$ cat src/rtl/minterm_eval.sv
// Combinational SoP/PoS evaluation of one truth-table row.
// Used to preload either the first row or the following row.
module minterm_eval #(
    parameter int N    = 4,
    parameter int ROWS = 2 ** N
) (
    input  logic [ROWS-1:0] sop,
    input  logic [ROWS-1:0] pos,
    input  logic [N-1:0]    row,
    output logic            sope,
    output logic            pose,
    output logic            mismatch
);

    // A present maxterm forces the PoS output low on its row
    assign sope     = sop[row];
    assign pose     = ~pos[row];
    assign mismatch = sope ^ pose;

endmodule

$ cat config.mk
export PLATFORM = sky130hd
export DESIGN_NAME = minterm_eval
export DESIGN_NICKNAME = d
export VERILOG_FILES = /design/src/rtl/minterm_eval.sv
export SDC_FILE = /design/constraint.sdc
export NUM_CORES = 1
export LEC_CHECK = 0
export CORE_AREA = 2 2 39 41
export DETAILED_ROUTE_END_ITERATION = 12
export DIE_AREA = 0 0 41 43
export PLACE_DENSITY = 0.75
export SYNTH_ARGS = -nofsm -noshare
export SYNTH_HDL_FRONTEND = slang
export SYNTH_SLANG_ARGS = --single-unit
export TNS_END_PERCENT = 1
$ cat constraint.sdc
create_clock -name vclk -period 1.8
set_clock_uncertainty 0.1 [all_clocks]
set_input_delay 0.27 -clock vclk [all_inputs]
set_output_delay 0.27 -clock vclk [all_outputs]
set_load 0.05 [all_outputs]
# Word-level counts from Yosys, hierarchy flattened
# Cells that the tools add are included.
# word_totals
out_inout_bits	3
elab_cells	7
ff_bits	0
inputBits	36
# classes
mux	4
bitwise_logic	2
n_lt_le_gt_ge	1
# ops
cell	n
$bmux W1 S4	2
$lt A4 B5 Y1 const B	1
$mux W1	2
$not A1 Y1	1
$xor A1 B1 Y1	1

# Longest topological paths before layout
# Gate-level depths: netlist (run 1).
# depth
word_depth	4
ltp_mapped	5
ltp_nobuf	4

# Worst setup path after synthesis (run 1)
# OpenSTA, ideal clock, no wires.
# synth_path
kind	input-to-output
from	in row[0]
to	out mismatch
t_arrival_ps	2510
path_stages	5
t_required_ps	1430
path_slack_ps	-1080
path_buffers	1
cell_sequence	buf_6 > mux4_1 > a22oi_1 > nand3_1 > xor2_1
# synth_via
elab_cells_between_ends	6
cone_classes	mux (4); bitwise (2)
# synth_lines
item	line	text
start: declaration	9	input logic [N-1:0] row,
$bmux W1 S4	16	assign sope = sop[row];
$mux W1 (implied by the code)	16	
named net sope	10	output logic sope,
$xor A1 B1 Y1	18	assign mismatch = sope ^ pose;
end: declaration	12	output logic mismatch
# The timed path passes the listed nets, and every way through them passes these cells. The select of a mux whose other input is x is not followed.

# Worst setup path after layout (run 1)
# layout_path
from	in pos[7]
to	out mismatch
# layout_via
elab_chain_len	4
# layout_rtl
item	line	text
start: declaration	8	input logic [ROWS-1:0] pos,
$bmux W1 S4	17	assign pose = ~pos[row];
$mux W1 (implied by the code)	17	
$not A1 Y1	17	
$xor A1 B1 Y1	18	
# No other way between the ends. The select of a mux whose other input is x is not followed.

==> metrics.txt, run 1 <==
status finished, violations left; violated checks setup timing; post-synth top area cell mux4_1; dpl hpwl 837 microns; grt ovf 0; CP startpoint kind primary input; pin count of the biggest net entering global routing 9; Layout area overhead 174%; distinct cell type count after synthesis 11; CP Max Fanout 2; initial antenna violation count 0; area of the mapped netlist 288 sq um; Hold Fails Final Rpt 0; nets 104; post-route setup slack -0.154 ns; Via Count 385; initial DRC count 3; clock buffers 0; Critical Path Sink Type output port; ranking of synthesized cells by area mux4_1, mux4_2, nand3_1; crit path DAT 1.58 ns; top cell type's share of synthesized area 0.548; Leak approximately 0.4 nW; vias in the first global route 417; IO Pins 39; Synth Net Count 58; port bufs 39; register area 0 sq um; Worst Tran Pin Value 0.240 ns; # fillers 118; synth warn 0; core area 0.00138 sq mm; Max Cap Violations 0; placed insts 80; Peak Freq approximately 510 MHz; total track usage 0.134; # diodes 0; Vias/cell 4.70; HP Class in2out; WS Path Type in2out; Seq Cell Count 0; RSZ-0062 raised after global routing true; drt first pass iters 2; relative slew slack 0.840; Chip Width between 40 and 50 microns; detailed-route wire length around 1000 microns; period utilization 1.09; cell count after synthesis 22; Seq/Total Area, Yosys 0; die area 0.00176 sq mm; first-pass GRT wire length 1730 microns; maximum vdd drop 0.150 mV; Slew Viols, Final 0; chip height 43 microns; layout cell share with drive strength beyond 1 0.545; critical path data required time 1.43 ns; Rows 14; gp weighted congestion 0.617; syn avg cell area 13.1 sq um; Routed Antenna Nets 0; Cell Pwr Density between 300 and 400 mW/mm^2; min Tclk post-route between 1.5 and 2 ns; fin cells about 80; Initial Util 0.208; Avg WL per Cell between 10 and 15 microns; DRC 0; Power, Total approximately 0.00026 W; final setup vio count 3
-- final cells by class --
class | instances | area (sq um) | area share
Multi-Input combinational cell | 20 | 313 | 0.397
Tap cell | 16 | 20.0 | 0.0254
Timing Repair Buffer | 46 | 455 | 0.578
-- what timing repair did --
item | CTS | global route
pin swaps | 8 | 9
setup buffers | 3 | 0
setup endpoints to repair | 3 | 3
hold buffers | 0 | 0
cloned | 0 | 0
gates resized for setup | 44 | 36
endpoints found under the hold margin | 0 | 0
-- metal layers --
metal | share of wire | vias to the layer above | global-route usage | wire [microns]
met1 | 0.37 | 178 | 0.180 | 372
met2 | 0.57 | 23 | 0.244 | 570
met3 | 0.061 | 0 | 0 | 61
met5 | 0 | - | 0 | 0
li1 | - | 184 | - | -
met4 | 0 | 0 | 0 | 0
-- through the flow --
step | TNS [ns] | hold slack (ns) | setup slack [ns] | util | instance area [sq um]
final | -0.364 | 1.08 | -0.154 | 0.570 | 788
after global routing | -0.492 | 1.13 | -0.202 | 0.570 | 788
after CTS | -0.707 | 1.27 | -0.280 | 0.568 | 786
after detailed placement | -2.09 | 1.45 | -0.722 | 0.569 | 787
after global placement | -2.03 | 1.45 | -0.695 | 0.569 | 787
after floorplan | -0.298 | 0.725 | -0.298 | - | 333
-- Yosys cell counts (all sizes together) --
library cell	instances
clkbuf	1
and3	1
a22oi	2
nand3	3
nand2	2
xor2	1
nor2	1
mux4	8
nor2b	2
buf	1
-- critical path: stages --
cell           delay [ns]
dlygate4sd2_1        0.24
mux4_2               0.46
nand2_1              0.08
and3_4               0.22
xor2_4               0.16
buf_12               0.15
-- cell usage in the layout (no fill, tap or decap) --
cell and count:
mux4_2 8, clkbuf_2 7, dlymetal6s2s_1 9, nand2_1 1, buf_6 2, xor2_4 1, buf_4 6, clkdlybuf4s15_1 11
buf_12 3, a22oi_2 2, nor2b_2 2, and3_4 1, nand3_4 1, nor2_1 1, nand2_2 1, dlygate4sd2_1 8
nand3_2 2
-- power by group --
part           switching, W  internal (W)
combinational      0.000106      0.000154
clock                     0             0
sequential                0             0
total              0.000106      0.000154
-- cell families after synthesis --
kind of cell	after synthesis	share of synthesized area
multiplexers	8	0.704
AND/OR/NAND/NOR	9	0.161
buffers and inverters	2	0.0522
XOR/XNOR	1	0.0304
AO/OA/AOI/OAI	2	0.0522
-- path summary, 6_finish.rpt --
check / to / slack, ns / depth (start not counted) / from
max: mismatch / -0.15 / 6 / pos[7]
min: mismatch / 1.08 / 5 / row[3]
Note: power is estimated with default switching activity, not from simulation.
==> inputs of run 2 (changes only) <==
Settings changed: GPL_ROUTABILITY_DRIVEN from default to 1.
==> results of run 2 <==
The final DEF is identical to that of run 1; final timing and power are the same.
